===== src/rtl/pipeline_ex_mem_wb.sv =====
// Back half of the 5-stage MIPS datapath: EX, MEM and WB stages with the
// EX/MEM and MEM/WB registers and a word-addressed data memory.
module pipeline_ex_mem_wb #(
    parameter int DMEM_DEPTH = 64,
    parameter int DMEM_AW    = 6
) (
    input  logic        clk,
    input  logic        reset,
    input  logic [8:0]  control_bits_in,
    input  logic [31:0] ID_EX_NPC,
    input  logic [31:0] ID_EX_A,
    input  logic [31:0] ID_EX_B,
    input  logic [31:0] signExtended,
    input  logic [4:0]  EX_Mux_0,
    input  logic [4:0]  EX_Mux_1,
    output logic        PCSrc,
    output logic [31:0] EX_MEM_NPC,
    output logic        RegWrite,
    output logic [4:0]  MEM_WB_Writereg,
    output logic [31:0] MEM_WB_Writedata
);

    typedef enum logic [2:0] {
        ALU_ADD,
        ALU_SUB,
        ALU_AND,
        ALU_OR,
        ALU_NOR,
        ALU_SLT
    } alu_op_t;

    function automatic alu_op_t alu_decode(input logic [1:0] alu_op, input logic [5:0] funct);
        alu_op_t op;
        op = ALU_ADD;
        case (alu_op)
            2'b01: op = ALU_SUB;
            2'b10: begin
                case (funct)
                    6'b100010: op = ALU_SUB;
                    6'b100100: op = ALU_AND;
                    6'b100101: op = ALU_OR;
                    6'b100111: op = ALU_NOR;
                    6'b101010: op = ALU_SLT;
                    default:   op = ALU_ADD;
                endcase
            end
            default: op = ALU_ADD;
        endcase
        return op;
    endfunction

    // Add/sub wrap silently; slt compares as two's complement.
    function automatic logic [31:0] alu_exec(input alu_op_t op,
                                             input logic signed [31:0] a,
                                             input logic signed [31:0] b);
        logic [31:0] res;
        case (op)
            ALU_SUB: res = a - b;
            ALU_AND: res = a & b;
            ALU_OR:  res = a | b;
            ALU_NOR: res = ~(a | b);
            ALU_SLT: res = (a < b) ? 32'd1 : 32'd0;
            default: res = a + b;
        endcase
        return res;
    endfunction

    // ---------------- EX stage (combinational from ID/EX inputs) ----------------
    logic               reg_write_p0, mem_to_reg_p0, branch_p0, mem_write_p0;
    logic               reg_dst_p0, alu_src_p0;
    logic [1:0]         alu_op_p0;
    logic signed [31:0] alu_a_p0, alu_b_p0;
    logic [31:0]        alu_res_p0, target_p0;
    logic [4:0]         dest_p0;
    logic               zero_p0;
    logic               unused_mem_read;

    assign reg_write_p0  = control_bits_in[8];
    assign mem_to_reg_p0 = control_bits_in[7];
    assign branch_p0     = control_bits_in[6];
    assign mem_write_p0  = control_bits_in[4];
    assign reg_dst_p0    = control_bits_in[3];
    assign alu_op_p0     = control_bits_in[2:1];
    assign alu_src_p0    = control_bits_in[0];
    // MemRead has no effect: the memory read port is always live.
    assign unused_mem_read = control_bits_in[5];

    assign alu_a_p0   = ID_EX_A;
    assign alu_b_p0   = alu_src_p0 ? signExtended : ID_EX_B;
    assign alu_res_p0 = alu_exec(alu_decode(alu_op_p0, signExtended[5:0]), alu_a_p0, alu_b_p0);
    assign zero_p0    = (alu_res_p0 == 32'd0);
    assign dest_p0    = reg_dst_p0 ? EX_Mux_1 : EX_Mux_0;
    assign target_p0  = ID_EX_NPC + {signExtended[29:0], 2'b00};

    // ---------------- EX/MEM register ----------------
    logic        reg_write_p1, mem_to_reg_p1, branch_p1, mem_write_p1, zero_p1;
    logic [31:0] target_p1, alu_res_p1, store_p1;
    logic [4:0]  dest_p1;

    always_ff @(posedge clk or negedge reset) begin
        if (!reset) begin
            reg_write_p1  <= 1'b0;
            mem_to_reg_p1 <= 1'b0;
            branch_p1     <= 1'b0;
            mem_write_p1  <= 1'b0;
            zero_p1       <= 1'b0;
            target_p1     <= 32'd0;
            alu_res_p1    <= 32'd0;
            store_p1      <= 32'd0;
            dest_p1       <= 5'd0;
        end else begin
            reg_write_p1  <= reg_write_p0;
            mem_to_reg_p1 <= mem_to_reg_p0;
            branch_p1     <= branch_p0;
            mem_write_p1  <= mem_write_p0;
            zero_p1       <= zero_p0;
            target_p1     <= target_p0;
            alu_res_p1    <= alu_res_p0;
            store_p1      <= ID_EX_B;
            dest_p1       <= dest_p0;
        end
    end

    assign PCSrc      = branch_p1 & zero_p1;
    assign EX_MEM_NPC = target_p1;

    // ---------------- MEM stage: data memory ----------------
    logic [31:0]        dmem [DMEM_DEPTH];
    logic [DMEM_AW-1:0] mem_addr_p1;
    logic [31:0]        rd_data_p1;

    // Byte-offset bits and bits above the word index are dropped, so
    // addresses wrap modulo the memory depth.
    assign mem_addr_p1 = alu_res_p1[DMEM_AW+1:2];
    assign rd_data_p1  = dmem[mem_addr_p1];

    always_ff @(posedge clk or negedge reset) begin
        if (!reset) begin
            for (int i = 0; i < DMEM_DEPTH; i++) begin
                dmem[i] <= 32'd0;
            end
        end else if (mem_write_p1) begin
            dmem[mem_addr_p1] <= store_p1;
        end
    end

    // ---------------- MEM/WB register ----------------
    logic        reg_write_p2, mem_to_reg_p2;
    logic [31:0] rd_data_p2, alu_res_p2;
    logic [4:0]  dest_p2;

    // Captures the pre-write read data when a store hits the same word.
    always_ff @(posedge clk or negedge reset) begin
        if (!reset) begin
            reg_write_p2  <= 1'b0;
            mem_to_reg_p2 <= 1'b0;
            rd_data_p2    <= 32'd0;
            alu_res_p2    <= 32'd0;
            dest_p2       <= 5'd0;
        end else begin
            reg_write_p2  <= reg_write_p1;
            mem_to_reg_p2 <= mem_to_reg_p1;
            rd_data_p2    <= rd_data_p1;
            alu_res_p2    <= alu_res_p1;
            dest_p2       <= dest_p1;
        end
    end

    // ---------------- WB stage ----------------
    assign RegWrite         = reg_write_p2;
    assign MEM_WB_Writereg  = dest_p2;
    assign MEM_WB_Writedata = mem_to_reg_p2 ? rd_data_p2 : alu_res_p2;

endmodule


===== config.mk =====
export PLATFORM = sky130hd
export DESIGN_NAME = pipeline_ex_mem_wb
export DESIGN_NICKNAME = d
export VERILOG_FILES = /design/src/rtl/pipeline_ex_mem_wb.sv
export SDC_FILE = /design/constraint.sdc
export NUM_CORES = 2
export LEC_CHECK = 0
export CAP_MARGIN = 20
export CORE_ASPECT_RATIO = 1.25
export CORE_UTILIZATION = 50
export CTS_BUF_LIST = sky130_fd_sc_hd__clkbuf_16
export CTS_CLUSTER_SIZE = 10
export DETAILED_ROUTE_END_ITERATION = 16
export PLACE_DENSITY = 0.69
export SYNTH_ARGS = -nofsm -noshare
export SYNTH_HDL_FRONTEND = slang
export SYNTH_SLANG_ARGS = --single-unit

===== constraint.sdc =====
create_clock -name clk -period 2.4 [get_ports clk]
set_input_delay 0.48 -clock clk [delete_from_list [all_inputs] [get_ports clk]]
set_output_delay 0.48 -clock clk [all_outputs]
set_load 0.01 [all_outputs]

==> results.md <==
- Reg clk slew, reported paths: 0.06 ns
- Ys async rst share: 100%
- Num rows: 183
- Worst IR Drop VDD: 644 uV
- Largest net degree at the start of global routing: 119
- Root Driver: clkbuf_16
- Most numerous cell in the Yosys netlist: dfrtp_1
- CTS tree: built
- I/O Buffers: 218
- Via Count: 77700
- Sink Count: 2225
- #FFs+latches synth: 2225
- DRT antenna net count: 0
- Switching pwr: 41.4 mW
- Crit-path slowest cell: fa_2
- Worst setup EP type: register
- Final setup margin: -1.18 ns
- Crit-path max FO: 5
- Netlist cell types: 84
- CP top delay family: simple AND/OR/NAND/NOR gates
- Worst path bufs/invs: 9
- Most frequent CP cell: buf_6
- Number of synthesized flops with an enable pin: 0
- R2R setup slack: -0.29 ns
- Wire length of the first global-routing pass: 554 mm
- Critical Path RT: 3.25 ns
- Starting Density: 50.3%
- Reg2reg start: alu_res_p1[2]$_DFF_PN0_
- Area growth from synthesis to layout: 32.2%
- Synthesized area per cell: 13.2 um^2
- Post-synth top area share: 55.6%
- Die X-Extent: 402 um
- WL/cell: 35.0 um
- Post-Layout Cell Count: 11600
- Reg-to-reg endpoint: rd_data_p2[30]$_DFF_PN0_
- RSZ-0062 raised after global routing: yes
- Final instance area: 132000 um^2
- Levels on crit path: 23
- Post-synthesis cell area: 100000 um^2
- Detail Placement HPWL: 242 mm
- Place WS: -2.70 ns
- Switching Share: 31.1%
- CP Launch Type: input pin
- GRT overflow: 0
- Crit path from: control_bits_in[0]
- Total GRT Usage: 37.8%
- Max Cap Viol: 0
- Post-detailed-routing wire length: 405 mm
- Vias in the first global route: 79100
- Setup TNS: -90.39 ns
- Max Transition Viols Final: 0
- Synth warn: 0
- DR iter-0 viols: 7719
- DP Area: 116000 um^2
- Num CTS Buffers: 276
- P per Cell Area: 1010 nW/um^2
- Final Cycle Share: 149%
- Comb power frac: 28.9%
- Crit-path max cell delay: 0.36 ns
- H-tree Lvls: 5
- Max_slew headroom: 26.7%
- WHS: 0.0304 ns
- # setup viols final: 1120
- Initial antenna violation count: 23
- Final critical-path required period: 3.58 ns
- Crit path to: zero_p1$_DFF_PN0_
- Peak Freq: 280 MHz
- Failing checks: setup timing
- Main area contributors after synthesis: dfrtp_1 56%, mux2_2 23%, a22oi_1 4.8%
- Full die area: 202000 um^2
- DR vias/cell: 6.71
- Final hold violation count: 0
- Top FF cell, synth: dfrtp_1
- Boundary pin count: 220
- Reg power frac: 44.0%
- Worst R2R Path Depth: 11
- Clock Latency Late Sink: 0.96 ns
- Core Area: 199000 um^2
- Clock Path Buffers: 4
- Initial DRT Pass Iterations: 6
- Type of the tightest min-delay check: in -> async
- Leakage power: 61.2 nW
- Routability congestion estimate: 0.991
- Yosys top cell by area: dfrtp_1
- Nets@finish: 9226
- Internal power: 91.9 mW
- Worst path cell trace: buf_12, buf_12, mux2i_4, inv_4, buf_6, ha_4, inv_2, fa_2, nor2b_2, o211ai_1, buf_4, a31oi_4, o21bai_4, buf_6, buf_6, o31a_1, o211ai_1, nor3_2, nor4_1, nand4_1, buf_4, nor4b_4, nor4b_4
- Die Y: 502 um
- Status: finished, violations left
- Worst EP arrival: 4.43 ns
- Clock power frac: 27.0%
- Critical setup path kind: in -> reg
- Worst slew pin tran: 1.10 ns
- Post-Synthesis Cells: 7611
- Post-synthesis sequential area ratio: 55.6%
- Layout cell share with drive strength beyond 1: 51.3%
- Placed insts: 10900
- Post-synthesis net count: 7905
- Setup Skew: 0.0730 ns
- Post-synth top cells: 2225 x dfrtp_1, 2086 x mux2_2, 643 x a22oi_1
- Drc violations: 0
[area by class of cell]
cell class              count  area, um^2
flip-flops and latches   2225       55700
diodes                     15        37.5
well taps                2590        3240
inverters                 106         400
clock inverters            44         248
multi-input cells        4554       46000
repair buffers           1769       19800
clock buffers             282        7060
fillers                 13700       66500
[state kept, by name (all words and copies together), names as in the netlist]
| register | flops |
|---|---|
| branch_p1 | 1 |
| zero_p1 | 1 |
| store_p1 | 32 |
| dest_p1 | 5 |
| dmem | 2048 |
| rd_data_p2 | 32 |
| mem_to_reg_p2 | 1 |
| mem_to_reg_p1 | 1 |
| MEM_WB_Writereg | 5 |
| alu_res_p1 | 32 |
| mem_write_p1 | 1 |
| reg_write_p1 | 1 |
| EX_MEM_NPC | 32 |
| RegWrite | 1 |
| alu_res_p2 | 32 |
[per-layer routing]
layer	GRT usage, %	wire length [um]	vias up	share of wire [%]
met1	45.5	140000	40300	35
met2	59.6	183000	4749	45
met5	0	80	-	0.020
met4	26.8	39100	12	9.6
li1	-	-	31000	-
met3	9.25	42900	1598	11
[worst min-delay path by stage]
| stage | start | end | slack [ns] | depth (start not counted) |
|---|---|---|---|---|
| floorplan | reset | EX_MEM_NPC[0]$_DFF_PN0_ | 0.18 | 0 |
| global placement | alu_res_p1[29]$_DFF_PN0_ | alu_res_p2[29]$_DFF_PN0_ | 0.33 | 0 |
| detailed placement | alu_res_p1[15]$_DFF_PN0_ | alu_res_p2[15]$_DFF_PN0_ | 0.33 | 0 |
| CTS | reset | MEM_WB_Writereg[3]$_DFF_PN0_ | 0.02 | 2 |
| global route | reset | MEM_WB_Writereg[4]$_DFF_PN0_ | 0.05 | 2 |
| finish | reset | dest_p1[4]$_DFF_PN0_ | 0.03 | 2 |
[worst register-to-register path, cell delays in order (launching register included)]
cell	delay (ns)
dfrtp_2	0.48
buf_6	0.16
buf_6	0.11
nor2_4	0.25
buf_12	0.26
buf_12	0.22
buf_4	0.30
a22oi_1	0.12
a31oi_1	0.16
buf_4	0.16
a21oi_1	0.04
nand4_1	0.25
[through the flow]
step | utilization [%] | total power [mW]
final | 66.6 | 133
after global routing | 66.5 | 138
after CTS | 64.2 | 129
after detailed placement | 58.0 | 90.4
after global placement | 58.0 | 88.5
after floorplan | - | 75.2
[kinds of logic (layout without fill, tap and decap cells)]
| logic type | Yosys count | after routing | share of synthesized area [%] |
|---|---|---|---|
| flops | 2225 | 2225 | 55.6 |
| buf+inv | 832 | 2201 | 3.14 |
| xor+xnor | 53 | 53 | 0.463 |
| simple gates | 576 | 576 | 2.96 |
| fa+ha+maj | 145 | 145 | 1.83 |
| mux | 2122 | 2122 | 23.8 |
| other cells | 0 | 15 | 0 |
| compound gates | 1658 | 1658 | 12.2 |
[power by group through the flow]
stage / Clock [mW] / Sequential (mW) / Combinational, mW
after global placement: 0 / 57.2 / 31.3
final: 36.0 / 58.7 / 38.5
after global routing: 37.6 / 60.0 / 40.0
after detailed placement: 0 / 58.2 / 32.2
after CTS: 36.1 / 57.9 / 35.0
after floorplan: 0 / 55.9 / 19.3
[cell usage in the layout (no fill, tap or decap), types with 117 or more instances in the layout]
cell	synthesis	layout
inv_1	106	124
clkdlybuf4s50_1	0	129
buf_4	0	1004
dfrtp_1	2225	2190
buf_6	1	174
a22o_1	195	194
a22oi_1	643	602
buf_12	0	267
mux2_2	2086	1973
a221oi_2	3	127
clkbuf_16	0	325
a31oi_1	164	117
[repair_timing]
action / in CTS / in global routing
endpoints found under the hold margin: 1119 / 3
pin swaps: 199 / 287
gates cloned: 33 / 47
gates resized for setup: 794 / 531
hold buffers: 15 / 3
setup buffers: 150 / 129
endpoints found under the setup margin: 1110 / 891
Note: power is estimated with default switching activity, not from simulation.
